$ cat src/rtl/vga_timing_gen_if.sv
// Raster bus from the VGA timing generator to the renderer and game logic.
// The timing generator drives it through the master modport.
interface vga_timing_gen_if;
    logic [9:0]  hcount;
    logic [9:0]  vcount;
    logic        hsync;
    logic        vsync;
    logic        bright;
    logic        pix_en;
    logic        line_tick;
    logic        frame_tick;
    logic [15:0] frame_count;

    modport master (
        output hcount, vcount, hsync, vsync, bright,
        output pix_en, line_tick, frame_tick, frame_count
    );

    modport slave (
        input hcount, vcount, hsync, vsync, bright,
        input pix_en, line_tick, frame_tick, frame_count
    );
endinterface

$ cat src/rtl/vga_timing_gen.sv
// 640x480@60 VGA raster timing: pixel divider, h/v counters, registered sync/bright decode,
// pixel strobe, line/frame ticks and a free-running frame counter.
module vga_timing_gen #(
    parameter int CLK_DIV  = 4,
    parameter int H_SYNC   = 96,
    parameter int H_BP     = 48,
    parameter int H_ACTIVE = 640,
    parameter int H_FP     = 16,
    parameter int V_SYNC   = 2,
    parameter int V_BP     = 33,
    parameter int V_ACTIVE = 480,
    parameter int V_FP     = 10
) (
    input  logic              clk,
    input  logic              reset,
    vga_timing_gen_if.master  vga
);
    localparam int H_TOTAL = H_SYNC + H_BP + H_ACTIVE + H_FP;
    localparam int V_TOTAL = V_SYNC + V_BP + V_ACTIVE + V_FP;
    localparam int H_VIS_LO = H_SYNC + H_BP;
    localparam int H_VIS_HI = H_VIS_LO + H_ACTIVE;
    localparam int V_VIS_LO = V_SYNC + V_BP;
    localparam int V_VIS_HI = V_VIS_LO + V_ACTIVE;
    // A one-clock divider still needs a 1-bit counter that never leaves 0.
    localparam int DIV_W = (CLK_DIV > 1) ? $clog2(CLK_DIV) : 1;

    function automatic logic in_span(input logic [9:0] x, input int lo, input int hi);
        return (x >= 10'(lo)) && (x < 10'(hi));
    endfunction

    logic [DIV_W-1:0] div_cnt;
    logic [9:0]       hcount_p0, vcount_p0;
    logic             hsync_p0, vsync_p0, bright_p0;
    logic             pix_en_p0, line_tick_p0, frame_tick_p0;
    logic [15:0]      frame_cnt_p0;

    logic             advance, h_wrap, v_wrap;
    logic [9:0]       h_nxt, v_nxt;

    assign advance = (div_cnt == DIV_W'(CLK_DIV - 1));

    always_comb begin
        h_wrap = (hcount_p0 == 10'(H_TOTAL - 1));
        v_wrap = (vcount_p0 == 10'(V_TOTAL - 1));
        h_nxt  = h_wrap ? 10'd0 : hcount_p0 + 10'd1;
        v_nxt  = vcount_p0;
        if (h_wrap)
            v_nxt = v_wrap ? 10'd0 : vcount_p0 + 10'd1;
    end

    // Counters and decodes update together on the advance edge, decoded from the new position.
    always_ff @(posedge clk or negedge reset) begin
        if (!reset) begin
            div_cnt       <= '0;
            hcount_p0     <= '0;
            vcount_p0     <= '0;
            hsync_p0      <= 1'b1;
            vsync_p0      <= 1'b1;
            bright_p0     <= 1'b0;
            pix_en_p0     <= 1'b0;
            line_tick_p0  <= 1'b0;
            frame_tick_p0 <= 1'b0;
            frame_cnt_p0  <= '0;
        end else begin
            div_cnt       <= advance ? '0 : div_cnt + 1'b1;
            pix_en_p0     <= advance;
            line_tick_p0  <= advance && h_wrap;
            frame_tick_p0 <= advance && h_wrap && v_wrap;
            if (advance) begin
                hcount_p0 <= h_nxt;
                vcount_p0 <= v_nxt;
                hsync_p0  <= !(h_nxt < 10'(H_SYNC));
                vsync_p0  <= !(v_nxt < 10'(V_SYNC));
                bright_p0 <= in_span(h_nxt, H_VIS_LO, H_VIS_HI) && in_span(v_nxt, V_VIS_LO, V_VIS_HI);
                if (h_wrap && v_wrap)
                    frame_cnt_p0 <= frame_cnt_p0 + 16'd1;
            end
        end
    end

    assign vga.hcount      = hcount_p0;
    assign vga.vcount      = vcount_p0;
    assign vga.hsync       = hsync_p0;
    assign vga.vsync       = vsync_p0;
    assign vga.bright      = bright_p0;
    assign vga.pix_en      = pix_en_p0;
    assign vga.line_tick   = line_tick_p0;
    assign vga.frame_tick  = frame_tick_p0;
    assign vga.frame_count = frame_cnt_p0;
endmodule
$ cat src/flat_wrapper.sv
// flat-port wrapper written by rule: the top's interface ports become plain ports
module vga_timing_gen_flat 
#(
    parameter int CLK_DIV  = 4,
    parameter int H_SYNC   = 96,
    parameter int H_BP     = 48,
    parameter int H_ACTIVE = 640,
    parameter int H_FP     = 16,
    parameter int V_SYNC   = 2,
    parameter int V_BP     = 33,
    parameter int V_ACTIVE = 480,
    parameter int V_FP     = 10
)
  (clk, reset, vga_hcount, vga_vcount, vga_hsync, vga_vsync, vga_bright, vga_pix_en, vga_line_tick, vga_frame_tick, vga_frame_count);
  vga_timing_gen_if vga_i ();
  input  logic clk;
  input  logic reset;
  output wire logic [$bits(vga_i.hcount)-1:0] vga_hcount;
  output wire logic [$bits(vga_i.vcount)-1:0] vga_vcount;
  output wire logic [$bits(vga_i.hsync)-1:0] vga_hsync;
  output wire logic [$bits(vga_i.vsync)-1:0] vga_vsync;
  output wire logic [$bits(vga_i.bright)-1:0] vga_bright;
  output wire logic [$bits(vga_i.pix_en)-1:0] vga_pix_en;
  output wire logic [$bits(vga_i.line_tick)-1:0] vga_line_tick;
  output wire logic [$bits(vga_i.frame_tick)-1:0] vga_frame_tick;
  output wire logic [$bits(vga_i.frame_count)-1:0] vga_frame_count;
  assign vga_hcount = vga_i.hcount;
  assign vga_vcount = vga_i.vcount;
  assign vga_hsync = vga_i.hsync;
  assign vga_vsync = vga_i.vsync;
  assign vga_bright = vga_i.bright;
  assign vga_pix_en = vga_i.pix_en;
  assign vga_line_tick = vga_i.line_tick;
  assign vga_frame_tick = vga_i.frame_tick;
  assign vga_frame_count = vga_i.frame_count;
  vga_timing_gen #(.CLK_DIV(CLK_DIV), .H_SYNC(H_SYNC), .H_BP(H_BP), .H_ACTIVE(H_ACTIVE), .H_FP(H_FP), .V_SYNC(V_SYNC), .V_BP(V_BP), .V_ACTIVE(V_ACTIVE), .V_FP(V_FP)) u_core (.clk(clk), .reset(reset), .vga(vga_i));
endmodule
$ cat config.mk
export PLATFORM = sky130hd
export DESIGN_NAME = vga_timing_gen_flat
export DESIGN_NICKNAME = d
export VERILOG_FILES = /design/src/rtl/vga_timing_gen_if.sv /design/src/rtl/vga_timing_gen.sv /design/src/flat_wrapper.sv
export SDC_FILE = /design/constraint.sdc
export NUM_CORES = 1
export LEC_CHECK = 0
export CAP_MARGIN = 20
export CORE_UTILIZATION = 35
export CTS_BUF_LIST = sky130_fd_sc_hd__clkbuf_4 sky130_fd_sc_hd__clkbuf_8
export DETAILED_ROUTE_END_ITERATION = 16
export GPL_TIMING_DRIVEN = 1
export PLACE_DENSITY = 0.56
export SETUP_SLACK_MARGIN = 0.15
export SKIP_LAST_GASP = 1
export SYNTH_ARGS = -nofsm -noshare
export SYNTH_HDL_FRONTEND = slang
export SYNTH_SLANG_ARGS = --single-unit
$ cat constraint.sdc
create_clock -name clk -period 4.26 [get_ports clk]
set_input_delay 0.852 -clock clk [delete_from_list [all_inputs] [get_ports clk]]
set_output_delay 0.852 -clock clk [all_outputs]
set_load 0.01 [all_outputs]
==> impl_metrics.ini <==
[die]
dieArea_mm2 = 0.00717
fp-row-count = 29
coreArea_mm2 = 0.00646
pin_count = 44
die_y_um = 84.7
initial_core_util = 0.370
die_x_um = 84.7

[timing]
fin_skew_ns = 0.00848
hold_viol = 0
rsz0062_at_grt = false
min_period_ns = 2.46
final-setup-viol-count = 0
clock.fmax_mhz = 407
fin_crit_sh = 0.577
slew_headroom = 0.423
slew_violations = 0
setup_slack_ns = 1.80
worst_pin_slew_ns = 0.865
setup_tns_ns = 0

[worst_setup_path]
cp.required_ns = 4.46
r2r_slack_ns = 1.80
path_cells = ha_1, nand4_4, nor2_2, and4_1, and2b_1, nand3_1, xnor2_1
worstSetupEndpointType = flop
slowest_delay_ns = 0.73
cp_num_buf_inv = 0
path_delay_family = simple AND/OR/NAND/NOR gates
cp-start-kind = flop
crit_arrival_ns = 2.65
reg2reg_to = u_core.vga.frame_count[12]$_DFFE_PN0P_
rr_startpoint = u_core.div_cnt[0]$_DFF_PN0_
criticalPathCategory = reg -> reg
r2r_cells = 7
crit_path_top_delay_cell = ha_1
crit_fanout = 23

[logic_synthesis]
synth_edf_count = 0
synth.distinct_cells = 53
yosys_warnings = 0
syn_inst = 245
ys_ff_latch = 44
synthesis.nets = 253
synth_flop_cell = dfrtp_1
syn-cell-area_mm2 = 0.00239
synthArstFlopShare = 1.00
ys_seq_area_frac = 0.462
synth_area_per_cell_um2 = 9.76

[detailed_routing]
num_vias = 1884
wl_per_cell_um = 14.0
first_pass_iters = 8
drt-initial-drc-count = 147
vias_per_cell = 5.16
routed_wl_um = 5090
postRouteAntennaNets = 0
drcViolationCount = 0

[clock_tree]
postCtsSetupRepairBufs = 0
clk_pin_slew_ns = 0.09
clkLatencyLatePin_ns = 0.30
tritoncts = built
htree_num_levels = 2
numCtsBuffers = 5
clock-sinks = 44
hold_buffers = 0
cts_max_path_buffers = 2
root_buffer = clkbuf_8
cts_resized = 0

[global_routing]
grt_overflow = 0
grt_pass1_wl_um = 8830
antenna_found_initial = 0
first_global_vias = 1802
grt_max_degree = 45
track_usage = 0.155

[outcome]
status = finished, final reports clean

[power]
irDropWorstVdd_mv = 0.128
pwr_density_cell_mw_per_mm2 = 233
p_leak_uw = 0.00124

[hold_path]
holdCritPathClass = in -> async

[placement]
place_ws_ns = 1.77
numPortBuffers = 43
dpl.hpwl_um = 3730
globalplace.congestion = 0.795

[cells_and_area]
syn_to_final_growth_pct = 24.7
final_util = 0.462
n_antenna_cell = 0
fin_nets = 295
drive_above_1_share = 0.0868

[run]
cap_violations = 0
worst max-delay path by stage:
stage / start / to / slack, ns / cells after the start
floorplan: u_core.vga.hcount[0]$_DFFE_PN0P_ / u_core.vga.bright$_DFFE_PN0P_ / 2.09 / 8
finish: u_core.div_cnt[0]$_DFF_PN0_ / u_core.vga.frame_count[12]$_DFFE_PN0P_ / 1.80 / 7
CTS: u_core.div_cnt[0]$_DFF_PN0_ / u_core.vga.frame_count[12]$_DFFE_PN0P_ / 1.77 / 7
global placement: u_core.div_cnt[0]$_DFF_PN0_ / u_core.vga.frame_count[12]$_DFFE_PN0P_ / 1.86 / 7
detailed placement: u_core.div_cnt[0]$_DFF_PN0_ / u_core.vga.frame_count[12]$_DFFE_PN0P_ / 1.77 / 7
global route: u_core.div_cnt[0]$_DFF_PN0_ / u_core.vga.frame_count[12]$_DFFE_PN0P_ / 1.55 / 7
flip-flops by register name, indices dropped and copies added, names as in the netlist:
signal	flops
u_core.vga.vsync	1
u_core.vga.hsync	1
u_core.vga.hcount	10
u_core.vga.bright	1
u_core.vga.frame_tick	1
u_core.div_cnt	2
u_core.vga.frame_count	16
u_core.vga.line_tick	1
u_core.vga.vcount	10
u_core.vga.pix_en	1
per-stage QoR:
stage | cell area (um2) | instances | hold slack, ns | total power, uW
6_report | 2980 | 365 | 0.438 | 694
5_1_grt | 2980 | 365 | 0.453 | 726
4_1_cts | 2960 | 364 | 0.440 | 706
3_5_place_dp | 2870 | 356 | 0.428 | 435
3_3_place_gp | 2870 | 356 | 0.414 | 435
2_1_floorplan | 2390 | 245 | 0.403 | 426
layout make-up:
cell class                      instances  area, um2
Sequential cell                        44       1100
Timing Repair Buffer                   44        445
Fill cell                             637       3480
Clock buffer                            5       68.8
Inverter                                8       30.0
Clock inverter                          3       23.8
Multi-Input combinational cell        184       1210
Tap cell                               77       96.3
worst register-to-register path, delay by kind of cell, from the launching register on:
family                     cells  cell delay (ns)
DFF                            1             0.36
xor gates and xnor gates       1             0.13
adders and majority gates      1             0.73
and+or+nand+nor                5             1.14
layout by cell type, fill, tap and decap left out, types with 4 or more instances in the layout:
master / synthesis / routed
nand3_1: 19 / 19
inv_1: 8 / 8
nand4_1: 4 / 4
clkdlybuf4s50_1: 0 / 42
dfrtp_1: 42 / 42
ha_1: 6 / 6
clkbuf_8: 0 / 5
nor2_1: 23 / 23
and3_1: 6 / 6
xnor2_1: 16 / 16
a21oi_1: 7 / 7
xor2_1: 10 / 10
nand2_1: 25 / 25
nor3_1: 4 / 4
o21ai_0: 11 / 11
a31oi_1: 4 / 4
power by group:
part           switching [uW]  total, uW  internal, uW
Combinational            8.10       10.3          2.18
Sequential                  0        417           417
Clock                     150        267           116
Total                     158        694           536
routing by layer:
layer / track usage / wire length (um)
met3: 0.0256 / 145
met5: 0 / 0
met2: 0.239 / 2320
met1: 0.219 / 2560
met4: 0.0586 / 64
cell families after synthesis:
| group | share of synthesized area |
|---|---|
| AND/OR/NAND/NOR | 0.253 |
| AO/OA/AOI/OAI | 0.106 |
| adder cells (fa/ha/maj) | 0.0314 |
| multiplexers | 0.0225 |
| flip-flops | 0.462 |
| XOR/XNOR | 0.0952 |
| buffers and inverters | 0.0309 |
cell usage after synthesis (2+ instances only):
cell type  count  area share
xor2_1        10       0.037
or2_2          2      0.0052
nand2_1       25       0.039
o31ai_1        2      0.0063
or3_1          3      0.0079
mux2_2         3       0.014
nor3_1         4      0.0084
o22ai_1        3      0.0079
o21ai_0       11       0.023
nor2_1        23       0.036
ha_1           6       0.031
a21oi_1        7       0.015
dfrtp_1       42        0.44
and2_1         3      0.0079
mux2i_1        2      0.0084
o211ai_1       3      0.0094
buf_2          4      0.0084
xnor2_1       16       0.059
and3_1         6       0.016
nand4_1        4       0.010
a31oi_1        4       0.010
nand3_1       19       0.040
clkbuf_1       2      0.0031
nand2b_1       2      0.0052
inv_1          8       0.013
dfstp_2        2       0.022
and4_1         3       0.011
(Power assumes the default switching activity.)
